**src/rtl/seq_scan_ctrl.sv**
```systemverilog
// Programmable serial pattern scanner: words arrive over valid/ready, shift MSB-first through a match window.
// Optional running hit total (total_o) is built when SEQ_SCAN_TOTAL_CNT_EN is defined.
module seq_scan_ctrl #(
    parameter int DATA_W  = 8,
    parameter int PAT_MAX = 8,
    parameter int CNT_W   = $clog2(DATA_W + 1),
    parameter int POS_W   = $clog2(DATA_W),
    parameter int LEN_W   = $clog2(PAT_MAX + 1)
) (
    input  logic               clk_i,
    input  logic               rstn,
    input  logic               cfg_we_i,
    input  logic [PAT_MAX-1:0] cfg_pat_i,
    input  logic [LEN_W-1:0]   cfg_len_i,
    input  logic               clear_i,
    input  logic               in_valid_i,
    input  logic [DATA_W-1:0]  in_data_i,
    output logic               in_ready_o,
    output logic               out_valid_o,
    input  logic               out_ready_i,
    output logic [CNT_W-1:0]   out_count_o,
    output logic [POS_W-1:0]   out_pos_o,
    output logic               bit_o,
    output logic               hit_o
`ifdef SEQ_SCAN_TOTAL_CNT_EN
    ,
    output logic [15:0]        total_o
`endif
);

    typedef enum logic [1:0] {
        ST_IDLE   = 2'd0,
        ST_SHIFT  = 2'd1,
        ST_REPORT = 2'd2
    } state_e;

    // Bit i of the mask is set when i lies inside the active pattern length.
    function automatic logic [PAT_MAX-1:0] len_mask(input logic [LEN_W-1:0] len);
        logic [PAT_MAX-1:0] m;
        m = {PAT_MAX{1'b0}};
        for (int i = 0; i < PAT_MAX; i++) begin
            if (i < int'(len)) begin
                m[i] = 1'b1;
            end else begin
                m[i] = 1'b0;
            end
        end
        return m;
    endfunction

    function automatic logic [LEN_W-1:0] clamp_len(input logic [LEN_W-1:0] len);
        logic [LEN_W-1:0] r;
        if (len > LEN_W'(PAT_MAX)) begin
            r = LEN_W'(PAT_MAX);
        end else begin
            r = len;
        end
        return r;
    endfunction

    state_e             state_q, state_d;
    logic [DATA_W-1:0]  word_q, word_d;
    logic [POS_W-1:0]   idx_q, idx_d;
    logic [PAT_MAX-1:0] hist_q, hist_d;
    logic [LEN_W-1:0]   seen_q, seen_d;
    logic [CNT_W-1:0]   cnt_q, cnt_d;
    logic [POS_W-1:0]   pos_q, pos_d;
    logic [PAT_MAX-1:0] pat_q, pat_d;
    logic [LEN_W-1:0]   len_q, len_d;
    logic               in_ready_q, in_ready_d;
    logic               out_valid_q, out_valid_d;
    logic [15:0]        total_q, total_d;

    logic               bit_s;
    logic               hit_s;
    logic [PAT_MAX-1:0] window_s;
    logic               enough_s;

    // Serial bit and Mealy match detection on the window that includes the current bit.
    always_comb begin
        if (state_q == ST_SHIFT) begin
            bit_s = word_q[DATA_W-1];
        end else begin
            bit_s = 1'b0;
        end
        window_s = {hist_q[PAT_MAX-2:0], bit_s};
        enough_s = (({1'b0, seen_q} + {{LEN_W{1'b0}}, 1'b1}) >= {1'b0, len_q});
        if ((state_q == ST_SHIFT) && (len_q != {LEN_W{1'b0}}) && enough_s) begin
            hit_s = (((window_s ^ pat_q) & len_mask(len_q)) == {PAT_MAX{1'b0}});
        end else begin
            hit_s = 1'b0;
        end
    end

    // Next-state and datapath updates for the IDLE/SHIFT/REPORT sequence.
    always_comb begin
        state_d     = state_q;
        word_d      = word_q;
        idx_d       = idx_q;
        hist_d      = hist_q;
        seen_d      = seen_q;
        cnt_d       = cnt_q;
        pos_d       = pos_q;
        pat_d       = pat_q;
        len_d       = len_q;
        in_ready_d  = in_ready_q;
        out_valid_d = out_valid_q;
        total_d     = total_q;
        case (state_q)
            ST_IDLE: begin
                if (cfg_we_i) begin
                    pat_d = cfg_pat_i;
                    len_d = clamp_len(cfg_len_i);
                end else begin
                    pat_d = pat_q;
                    len_d = len_q;
                end
                if (clear_i) begin
                    hist_d  = {PAT_MAX{1'b0}};
                    seen_d  = {LEN_W{1'b0}};
                    total_d = 16'h0000;
                end else begin
                    hist_d  = hist_q;
                    seen_d  = seen_q;
                    total_d = total_q;
                end
                if (in_valid_i) begin
                    word_d     = in_data_i;
                    idx_d      = {POS_W{1'b0}};
                    cnt_d      = {CNT_W{1'b0}};
                    pos_d      = {POS_W{1'b0}};
                    in_ready_d = 1'b0;
                    state_d    = ST_SHIFT;
                end else begin
                    in_ready_d = 1'b1;
                    state_d    = ST_IDLE;
                end
            end
            ST_SHIFT: begin
                hist_d = window_s;
                word_d = {word_q[DATA_W-2:0], 1'b0};
                if (seen_q == LEN_W'(PAT_MAX)) begin
                    seen_d = seen_q;
                end else begin
                    seen_d = seen_q + LEN_W'(1);
                end
                if (hit_s) begin
                    cnt_d = cnt_q + CNT_W'(1);
                    if (cnt_q == {CNT_W{1'b0}}) begin
                        pos_d = idx_q;
                    end else begin
                        pos_d = pos_q;
                    end
                    if (total_q != 16'hFFFF) begin
                        total_d = total_q + 16'h0001;
                    end else begin
                        total_d = total_q;
                    end
                end else begin
                    cnt_d   = cnt_q;
                    pos_d   = pos_q;
                    total_d = total_q;
                end
                if (idx_q == POS_W'(DATA_W - 1)) begin
                    state_d     = ST_REPORT;
                    out_valid_d = 1'b1;
                end else begin
                    idx_d   = idx_q + POS_W'(1);
                    state_d = ST_SHIFT;
                end
            end
            ST_REPORT: begin
                if (out_ready_i) begin
                    state_d     = ST_IDLE;
                    out_valid_d = 1'b0;
                    in_ready_d  = 1'b1;
                end else begin
                    state_d     = ST_REPORT;
                    out_valid_d = 1'b1;
                    in_ready_d  = 1'b0;
                end
            end
            default: begin
                state_d     = ST_IDLE;
                out_valid_d = 1'b0;
                in_ready_d  = 1'b1;
            end
        endcase
    end

    // State and output registers with synchronous active-low reset.
    always_ff @(posedge clk_i) begin
        if (!rstn) begin
            state_q     <= ST_IDLE;
            word_q      <= {DATA_W{1'b0}};
            idx_q       <= {POS_W{1'b0}};
            hist_q      <= {PAT_MAX{1'b0}};
            seen_q      <= {LEN_W{1'b0}};
            cnt_q       <= {CNT_W{1'b0}};
            pos_q       <= {POS_W{1'b0}};
            pat_q       <= PAT_MAX'(4'b1010);
            len_q       <= LEN_W'(4);
            in_ready_q  <= 1'b1;
            out_valid_q <= 1'b0;
            total_q     <= 16'h0000;
        end else begin
            state_q     <= state_d;
            word_q      <= word_d;
            idx_q       <= idx_d;
            hist_q      <= hist_d;
            seen_q      <= seen_d;
            cnt_q       <= cnt_d;
            pos_q       <= pos_d;
            pat_q       <= pat_d;
            len_q       <= len_d;
            in_ready_q  <= in_ready_d;
            out_valid_q <= out_valid_d;
            total_q     <= total_d;
        end
    end

    assign in_ready_o  = in_ready_q;
    assign out_valid_o = out_valid_q;
    assign out_count_o = cnt_q;
    assign out_pos_o   = pos_q;
    assign bit_o       = bit_s;
    assign hit_o       = hit_s;

`ifdef SEQ_SCAN_TOTAL_CNT_EN
    assign total_o = total_q;
`else
    logic unused_total_s;
    assign unused_total_s = ^total_q;
`endif

endmodule

```
**config.mk**
```make
export PLATFORM = sky130hd
export DESIGN_NAME = seq_scan_ctrl
export DESIGN_NICKNAME = d
export VERILOG_FILES = /design/src/rtl/seq_scan_ctrl.sv
export SDC_FILE = /design/constraint.sdc
export NUM_CORES = 1
export LEC_CHECK = 0
export BUFFER_PORTS_ARGS = -buffer_cell sky130_fd_sc_hd__clkbuf_2
export CAP_MARGIN = 15
export CORE_ASPECT_RATIO = 0.6
export CORE_UTILIZATION = 56
export DETAILED_ROUTE_END_ITERATION = 16
export PLACE_DENSITY = 0.85
export SYNTH_ARGS = -nofsm -noshare
export SYNTH_HDL_FRONTEND = slang
export SYNTH_SLANG_ARGS = --single-unit
```
**constraint.sdc**
```tcl
create_clock -name clk_i -period 3.1 [get_ports clk_i]
set_clock_uncertainty 0.2 [all_clocks]
set_input_delay 0.775 -clock clk_i [delete_from_list [all_inputs] [get_ports clk_i]]
set_output_delay 0.775 -clock clk_i [all_outputs]
set_load 0.01 [all_outputs]
```
Word-level counts from Yosys, hierarchy flattened
Index checks and enable logic that the tools add are counted.

Bits in registers: 45. Input bits: 26. Output and inout bits: 11. Logic and storage cells: 99.

Add/subtract/negate cells: 4. $lt $le $gt $ge: 10. Equal/unequal tests: 11. Muxes and demuxes: 45. Bitwise logic cells: 3. Reduce and logical (&&, ||, !) cells: 15.

Operators by type and width (count): 2-to-1 mux 1 bit (23); 2-to-1 mux 4 bit (5); < comparator 3 x 4 -> 1 bit, first input constant (4); case mux 4 bit (2 select lines) (2); case mux 8 bit (2 select lines) (1); case mux 7 bit (2 select lines) (1); 2-to-1 mux 3 bit (4); case mux 3 bit (2 select lines) (2); inequality test 2 bit, second input constant (5); AND reduction 3 bit (3); adder 4 x 1 -> 4 bit, second input constant (2); bitwise AND 8 bit (1); logical NOT 8 bit (1); < comparator 1 x 4 -> 1 bit, first input constant (2); < comparator 2 x 4 -> 1 bit, first input constant (2); 2-to-1 mux 8 bit (1); AND reduction 2 bit (4); XOR 8 bit (1); 2-to-1 mux 7 bit (1); case mux 1 bit (3 select lines) (2); case mux 2 bit (3 select lines) (1); adder 4 x 1 -> 5 bit, second input constant (1); greater-or-equal comparator 5 x 4 -> 1 bit (1); == test 4 bit, second input constant (1); 14 further kinds (17).

Longest topological paths before layout
Gate-level depths: netlist (run 1).

Depth after elaboration: 9. Depth in mapped cells: 9. Gate-level depth less buffers: 8.

Worst setup path before layout (run 1)
No wires, ideal clock.

Path kind: reg2out. Start: reg state_q[1]. End: out bit_o. Arrival time: 1544 ps. Data required time: 2125 ps. Path slack: 581 ps. Stages on the path, launching flop included: 7. Buffers on the path: 3. Cell sequence: dfxtp_1 -> inv_1 -> ha_1 -> clkdlybuf4s15_1 -> clkbuf_1 -> clkbuf_1 -> and2_1.

Cells in the longest elaborated chain, start to end: 2.

Ends and longest elaborated chain: start: declaration (line 61) `state_e state_q, state_d;`; start signal: assignment (line 207) `state_q <= state_d;`; == test 2 x 1 -> 1 bit (line 81) `if (state_q == ST_SHIFT) begin`; 2-to-1 mux 1 bit (line 81); end: declaration (line 23) `output logic bit_o,`.

Every way passes these cells.

Worst setup path after layout (run 1)
Start: reg seen_q[0]. End: out hit_o.

Cells in the longest elaborated chain, start to end: 4.

Ends and longest elaborated chain: start: declaration (line 65) `logic [LEN_W-1:0] seen_q, seen_d;`; start signal: assignment (line 198) `seen_q <= {LEN_W{1'b0}};`; start signal: assignment (line 211) `seen_q <= seen_d;`; adder 4 x 1 -> 5 bit (line 87) `enough_s = (({1'b0, seen_q} + {{LEN_W{1'b0}}, 1'b1}) >= {1'b0, len_q});`; greater-or-equal comparator 5 x 4 -> 1 bit (line 87); logical AND 1 bit (line 88) `if ((state_q == ST_SHIFT) && (len_q != {LEN_W{1'b0}}) && enough_s) begin`; 2-to-1 mux 1 bit (line 88); end: declaration (line 24) `output logic hit_o`.

Every way passes these cells.

==> impl_metrics.sql, run 1 <==
INSERT INTO impl_metrics (metric_group, metric, value, unit) VALUES
('synth', 'syn-num-nets', '317', ''),
('routing', 'detail_route.drc_violations', '0', ''),
('cts', 'cts_tree', 'yes', ''),
('grt', 'gr-usage-met1', '39.7', '%'),
('critical_path', 'crit_path_max_fanout', '5', ''),
('critical_path', 'critical_path_at', '2.03', 'ns'),
('routing', 'via_count', '2041', ''),
('grt', 'global_route.peak_usage_layer', 'met1', ''),
('synth', 'synthTopCellsByArea', 'sky130_fd_sc_hd__dfxtp_1 39%, sky130_fd_sc_hd__ha_1 7.5%, sky130_fd_sc_hd__nand2_1 5.5%', ''),
('place', 'hpwlAfterDp', '3.73', 'mm'),
('critical_path', 'cpPeakStageDelay', '0.43', 'ns'),
('min_path', 'hold_path_startpoint', 'pat_q[4]$_SDFFE_PN0P_', ''),
('critical_path', 'rr_worst_depth', '8', ''),
('cells_and_area', 'ratio_of_cells_with_drive_above_1_in_the_final_layout', '17.5', '%'),
('cts', 'cts.clk_slew.worst_paths', '0.08', 'ns'),
('power_and_ir_drop', 'power.switching_fraction', '26.7', '%'),
('critical_path', 'setup.worst_path.class', 'flip-flop to output pin', ''),
('cells_and_area', 'nNetsFinal', '348', ''),
('floorplanning', 'row_count', '17', ''),
('power_and_ir_drop', 'p_seq_share', '50.0', '%'),
('critical_path', 'cp_slowest_cell', 'sky130_fd_sc_hd__dfxtp_1', ''),
('routing', 'detail_route.wl_per_cell', '15.0', 'um'),
('synth', 'syn_area', '2320', 'um2'),
('run', 'drv_cap', '0', ''),
('grt', 'antenna_violations_before_repair', '0', ''),
('cells_and_area', 'area_of_all_placed_cells_without_fillers', '2630', 'um2'),
('power_and_ir_drop', 'power_density', '478', 'nW/um2'),
('place', 'placed_cells', '348', ''),
('critical_path', 'critical_path.cell_chain', 'inv_1 -> ha_1 -> ha_1 -> o21ai_0 -> a21oi_1 -> o21ai_2 -> inv_1 -> clkbuf_2', ''),
('cts', 'cts_made_buffers', '5', ''),
('floorplanning', 'die-area', '4420', 'um2'),
('synth', 'synth.largest_area_cell', 'sky130_fd_sc_hd__dfxtp_1', ''),
('synth', 'distinct_cells_synth', '44', ''),
('critical_path', 'worst_r2r_startpoint', 'state_q[0]$_SDFF_PN0_', ''),
('routing', 'finalWirelength', '5.33', 'mm'),
('sta', 'final.period_utilization', '96.9', '%'),
('cells_and_area', 'layout.cells.most_common_list', '45 x sky130_fd_sc_hd__dfxtp_1, 36 x sky130_fd_sc_hd__clkbuf_2, 34 x sky130_fd_sc_hd__nand2_1', ''),
('synth', 'synth_seq_cells', '45', ''),
('grt', 'grt_first_pass_wirelength', '8.79', 'mm'),
('synth', 'yosysSeqAreaShare', '38.8', '%'),
('routing', 'vias_per_cell', '5.73', ''),
('critical_path', 'ff_to_ff_end', 'out_pos_o[0]$_SDFFE_PN0P_', ''),
('min_path', 'hold_depth', '2', ''),
('sta', 'hold_slack', '0.275', 'ns'),
('critical_path', 'cp_num_buf_inv', '3', ''),
('place', 'postPlaceCellArea', '2510', 'um2'),
('status', 'run_status', 'finished, final reports clean', ''),
('grt', 'global_route.usage.total', '26.3', '%'),
('power_and_ir_drop', 'power_switching', '0.336', 'mW'),
('power_and_ir_drop', 'p_clk_share', '35.3', '%'),
('routing', 'drt_iter0_drc', '142', ''),
('critical_path', 'worstSetupEndpointType', 'output pin', ''),
('cts', 'hold_buffers', '0', ''),
('grt', 'grt.overflow.total', '0', ''),
('cells_and_area', 'filler_cell_count', '316', ''),
('cells_and_area', 'final_cell_count_no_fill', '356', ''),
('critical_path', 'worst_path_dominant_cell_family', 'adder cells', ''),
('synth', 'synth_area_per_cell', '8.39', 'um2'),
('floorplanning', 'fp.coreArea', '3830', 'um2'),
('synth', 'synthesis.yosys.warnings', '0', ''),
('grt', 'maximum_number_of_pins_on_one_net_before_global_route_repair', '35', ''),
('min_path', 'worstHoldEndpoint', 'pat_q[4]$_SDFFE_PN0P_', ''),
('cells_and_area', 'count_of_inserted_antenna_diode_cells', '0', ''),
('routing', 'ant_nets', '0', ''),
('cts', 'worst_skew_pair.late_latency', '0.30', 'ns'),
('cts', 'clock_tree.htree_level_count', '2', ''),
('floorplanning', 'die_width', '85.2', 'um'),
('cells_and_area', 'most_common_library_cell_in_the_layout_ignoring_fill_and_taps', 'sky130_fd_sc_hd__dfxtp_1', ''),
('sta', 'tightest_slew', '0.905', 'ns'),
('grt', 'groute.layer.met3.usage', '5.71', '%'),
('grt', 'groute.layer.met2.usage', '37.8', '%');
## metrics by stage
step | worst slack, ns | utilization (%) | TNS [ns]
2_1_floorplan | 0.581 | - | 0
3_5_place_dp | 0.391 | 65.5 | 0
4_1_cts | 0.0492 | 68.4 | 0
6_report | 0.0958 | 68.7 | 0
5_1_grt | -0.0191 | 68.7 | -0.0191
3_3_place_gp | 0.378 | 65.5 | 0
## cell usage after synthesis (all sizes together)
cell and count:
and2 3, xor2 2, o21ai 12, nand4 4
nand2b 6, inv 14, or3 1, o221ai 1
nand3b 4, clkdlybuf4s15 1, ha 14, a211oi 8
o211ai 3, a41o 1, buf 4, clkinv 1
o22ai 1, o31ai 1, mux2i 7, o21a 1
or4 2, a22o 4, a221oi 2, nand2 34
o31a 1, a21oi 20, nor2b 2, o32ai 1
clkbuf 11, a22oi 11, xnor2 8, mux2 2
a2111oi 2, dfxtp 45, a31o 1, nor3 2
nor4b 1, a31oi 1, nand3 7, nor2 31
## worst min-delay path: stages, from the launching register on
cell                      delay, ns
sky130_fd_sc_hd__dfxtp_1       0.33
sky130_fd_sc_hd__nand2_1       0.05
sky130_fd_sc_hd__a21oi_1       0.05
## power by group through the flow
| stage | sequential (mW) | clock (mW) | combinational, mW |
|---|---|---|---|
| 6_report | 0.628 | 0.444 | 0.185 |
| 5_1_grt | 0.632 | 0.476 | 0.206 |
| 4_1_cts | 0.628 | 0.446 | 0.181 |
| 3_5_place_dp | 0.641 | 0 | 0.178 |
| 3_3_place_gp | 0.639 | 0 | 0.175 |
| 2_1_floorplan | 0.633 | 0 | 0.135 |
## routing by layer
metal  part of all wire [%]  routed length, um  vias up
li1                       -                  -     1033
met1                     52               2760      935
met2                     42               2250       68
met3                    5.2                276        5
met4                   0.54                 29        0
met5                      0                  0        -
## flip-flops by register name, indices dropped and copies added (netlist names)
register     count
in_ready_o       1
len_q            4
state_q          2
hist_q           7
pat_q            8
out_count_o      4
out_pos_o        3
word_q           8
out_valid_o      1
seen_q           4
idx_q            3
## worst max-delay path by stage
| stage | from | to | slack, ns | cells past startpoint |
|---|---|---|---|---|
| after floorplan | state_q[1]$_SDFF_PN0_ | bit_o | 0.58 | 6 |
| after global placement | len_q[3]$_SDFFE_PN0P_ | hit_o | 0.38 | 6 |
| after detailed placement | len_q[3]$_SDFFE_PN0P_ | hit_o | 0.39 | 6 |
| after CTS | len_q[3]$_SDFFE_PN0P_ | hit_o | 0.05 | 6 |
| after global routing | seen_q[0]$_SDFFE_PN0P_ | hit_o | -0.02 | 8 |
| final | seen_q[0]$_SDFFE_PN0P_ | hit_o | 0.1 | 8 |
## cell type report
type                    instances  area [um2]  share of cell area, %
clock buffers                   6        72.6                   2.76
clock inverters                 2        38.8                   1.47
inverters                      15        56.3                   2.14
multi-input cells             201        1290                   49.2
flip-flops and latches         45         901                   34.2
well taps                      47        58.8                   2.23
repair buffers                 40         210                   7.99
## kinds of logic (layout without fill, tap and decap cells)
| group | Yosys count | count (layout) | share of synthesized area [%] |
|---|---|---|---|
| and+or+nand+nor | 97 | 97 | 19.7 |
| AOI/OAI and AO/OA | 71 | 71 | 20.2 |
| DFF | 45 | 45 | 38.8 |
| buffers and inverters | 31 | 63 | 6.08 |
| adders and majority gates | 14 | 14 | 7.54 |
| xor gates and xnor gates | 10 | 10 | 3.77 |
| muxes | 9 | 9 | 3.98 |
## timing repair
action | CTS | global route
setup endpoints to repair | 0 | 1
resized for setup | 0 | 3
setup buffers | 0 | 0
No activity file was read; power rests on OpenSTA's default activity.
==> run 2: changes to the inputs <==
Settings changed: CORE_UTILIZATION 56 to 51, GPL_ROUTABILITY_DRIVEN set to 0, PLACE_DENSITY 0.85 to 0.82.
Clock period 3.1 ns to 2.4 ns, I/O delays scaled along.
==> run 2 against run 1 <==
The run now ends with negative setup slack left. First-iteration DRC count shrank 23%. Non-clock buffer count grew 17. Combinational power grew 54%. Die area grew 9.5%.
==> impl_metrics.sql, run 2 (synthesis results as in run 1) <==
INSERT INTO impl_metrics (metric_group, metric, value, unit) VALUES
('status', 'run_status', 'complete, but fails checks', ''),
('sta', 'hold_slack', '0.276', 'ns'),
('routing', 'firstDrtPassIters', '4', ''),
('routing', 'drt_iter0_drc', '109', ''),
('power_and_ir_drop', 'peakVddDrop', '0.000376', 'V'),
('min_path', 'holdCritPathClass', 'flip-flop to flip-flop', ''),
('min_path', 'hold_depth', '2', ''),
('sta', 'final.period_utilization', '109', '%'),
('grt', 'grt_first_pass_wirelength', '8.48', 'mm'),
('cts', 'hold_buffers', '0', ''),
('sta', 'report.final.setup_viol', '1', ''),
('cts', 'cts.clk_slew.worst_paths', '0.09', 'ns'),
('grt', 'antenna_violations_before_repair', '0', ''),
('floorplanning', 'row_count', '18', ''),
('grt', 'global_route.usage.total', '23.9', '%'),
('routing', 'via_count', '2095', ''),
('sta', 'layout_min_cycle_time', '2.61', 'ns'),
('sta', 'rsz0062_at_grt', 'yes', ''),
('critical_path', 'crit_path_max_fanout', '4', ''),
('floorplanning', 'die_width', '89.2', 'um'),
('routing', 'detail_route.drc_violations', '0', ''),
('grt', 'maximum_number_of_pins_on_one_net_before_global_route_repair', '34', ''),
('grt', 'first_global_vias', '1785', ''),
('sta', 'layout_setup_ws', '-0.212', 'ns'),
('cells_and_area', 'area_of_all_placed_cells_without_fillers', '2910', 'um2'),
('place', 'hpwlAfterDp', '3.84', 'mm'),
('floorplanning', 'start_util', '54.9', '%'),
('floorplanning', 'die_h', '54.3', 'um'),
('critical_path', 'critical_path_required', '1.60', 'ns'),
('critical_path', 'critical_path_at', '1.81', 'ns'),
('power_and_ir_drop', 'power_density', '614', 'nW/um2'),
('place', 'postPlaceCellArea', '2640', 'um2'),
('sta', 'final_hold_viol_count', '0', ''),
('power_and_ir_drop', 'finalPower', '1.79', 'mW'),
('cts', 'clock_tree.htree_level_count', '2', ''),
('cts', 'cts_tree', 'yes', ''),
('cells_and_area', 'nNetsFinal', '365', ''),
('critical_path', 'r2r_slack', '0.09', 'ns'),
('cts', 'clockRootBuffer', 'sky130_fd_sc_hd__clkbuf_8', ''),
('floorplanning', 'die-area', '4840', 'um2'),
('routing', 'finalWirelength', '5.63', 'mm'),
('cells_and_area', 'layout.cells.most_common_list', '40 x sky130_fd_sc_hd__dfxtp_1, 36 x sky130_fd_sc_hd__clkbuf_2, 34 x sky130_fd_sc_hd__nand2_1', ''),
('grt', 'grt.overflow.total', '0', ''),
('cts', 'worst_skew_pair.late_latency', '0.30', 'ns'),
('critical_path', 'rr_worst_depth', '9', ''),
('sta', 'max_slew_margin', '61.9', '%'),
('cells_and_area', 'largestRegisters', 'pat_q: 8 flops, word_q: 8 flops, hist_q: 7 flops', ''),
('cells_and_area', 'ratio_of_cells_with_drive_above_1_in_the_final_layout', '27.3', '%'),
('floorplanning', 'fp.coreArea', '4230', 'um2'),
('routing', 'detail_route.wl_per_cell', '14.6', 'um'),
('sta', 'max_freq', '0.383', 'GHz'),
('place', 'io_buffer_count', '36', ''),
('min_path', 'hold_path_startpoint', 'pat_q[6]$_SDFFE_PN0P_', ''),
('critical_path', 'setup.worst_path.class', 'flip-flop to output pin', ''),
('min_path', 'worstHoldEndpoint', 'pat_q[6]$_SDFFE_PN0P_', ''),
('routing', 'ant_nets', '0', ''),
('critical_path', 'worstSetupEndpointType', 'output pin', ''),
('cts', 'cts_sinks', '45', ''),
('run', 'drv_cap', '0', ''),
('sta', 'timing_max_transition_violations_final', '0', ''),
('cells_and_area', 'count_of_inserted_antenna_diode_cells', '0', ''),
('cells_and_area', 'most_common_library_cell_in_the_layout_ignoring_fill_and_taps', 'sky130_fd_sc_hd__dfxtp_1', ''),
('power_and_ir_drop', 'p_leak', '1.22', 'nW'),
('critical_path', 'worst_r2r_startpoint', 'seen_q[0]$_SDFFE_PN0P_', ''),
('status', 'violations', 'negative setup slack', ''),
('cts', 'max_clock_buf_depth', '2', ''),
('sta', 'tightest_slew', '0.566', 'ns'),
('floorplanning', 'ios', '37', ''),
('cts', 'cts_made_buffers', '5', ''),
('critical_path', 'startpoint_type', 'flip-flop', ''),
('cells_and_area', 'synthToLayoutAreaGrowth', '25.2', '%'),
('sta', 'setup_total_negative_slack', '-0.212', 'ns'),
('critical_path', 'ff_to_ff_end', 'out_pos_o[2]$_SDFFE_PN0P_', ''),
('routing', 'vias_per_cell', '5.43', '');
-- run 2: cell count changes in the layout (fill, tap and decap cells not counted), sizes merged --
| cell | delta |
|---|---|
| clkbuf | -1 |
| buf | +17 |
| bufinv | +1 |
| clkinv | -1 |
| inv | +1 |
-- run 2: power by group --
part / internal, mW / total [mW] / switching [mW] / leakage (nW)
registers: 0.778 / 0.807 / 0.0288 / 0.370
clock network: 0.419 / 0.695 / 0.275 / 0.0687
logic: 0.123 / 0.284 / 0.161 / 0.776
-- run 2: critical path, stage by stage (launching register included) --
cell and delay, ns:
sky130_fd_sc_hd__dfxtp_4 0.37, sky130_fd_sc_hd__ha_4 0.17, sky130_fd_sc_hd__xor2_2 0.15, sky130_fd_sc_hd__ha_1 0.28
sky130_fd_sc_hd__o21ai_2 0.14, sky130_fd_sc_hd__a21oi_2 0.06, sky130_fd_sc_hd__o21ai_2 0.17, sky130_fd_sc_hd__inv_1 0.05
sky130_fd_sc_hd__clkbuf_2 0.12
-- run 2: final cells by class --
cell class,count,area [um2]
sequential,45,915
timing repair buffer,57,342
clock buffer,5,68.8
inverter,15,56.3
multi-input combinational,201,1390
fill,332,1320
clock inverter,3,68.8
tap,60,75.1
-- run 2: routing by layer --
layer / track usage, % / up-vias / wire [um]
met1: 35.1 / 964 / 2760
li1: - / 1069 / -
met4: 6.88 / 0 / 31
met2: 35.0 / 57 / 2470
met3: 5.73 / 5 / 367
met5: 0 / - / 0
-- run 2: worst max path at each step --
stage | start | endpoint | slack [ns] | cells past startpoint
global placement | seen_q[0]$_SDFFE_PN0P_ | hit_o | -0.02 | 8
floorplan | state_q[1]$_SDFF_PN0_ | bit_o | 0.06 | 6
finish | seen_q[0]$_SDFFE_PN0P_ | hit_o | -0.21 | 8
CTS | seen_q[0]$_SDFFE_PN0P_ | hit_o | -0.15 | 8
global route | seen_q[0]$_SDFFE_PN0P_ | hit_o | -0.29 | 8
detailed placement | seen_q[0]$_SDFFE_PN0P_ | hit_o | -0.08 | 8
-- run 2: stage by stage --
step	setup slack, ns	utilization [%]	cells
global placement	-0.0191	62.3	376
finish	-0.212	68.7	386
CTS	-0.149	67.7	385
global route	-0.293	68.7	386
floorplan	0.0564	-	277
detailed placement	-0.0772	62.3	376
-- run 2: timing repair --
action	in CTS	in global routing
hold endpoints to repair	0	0
pin swaps	4	5
gates resized for setup	20	10
buffers inserted	2	1
setup endpoints to repair	3	7
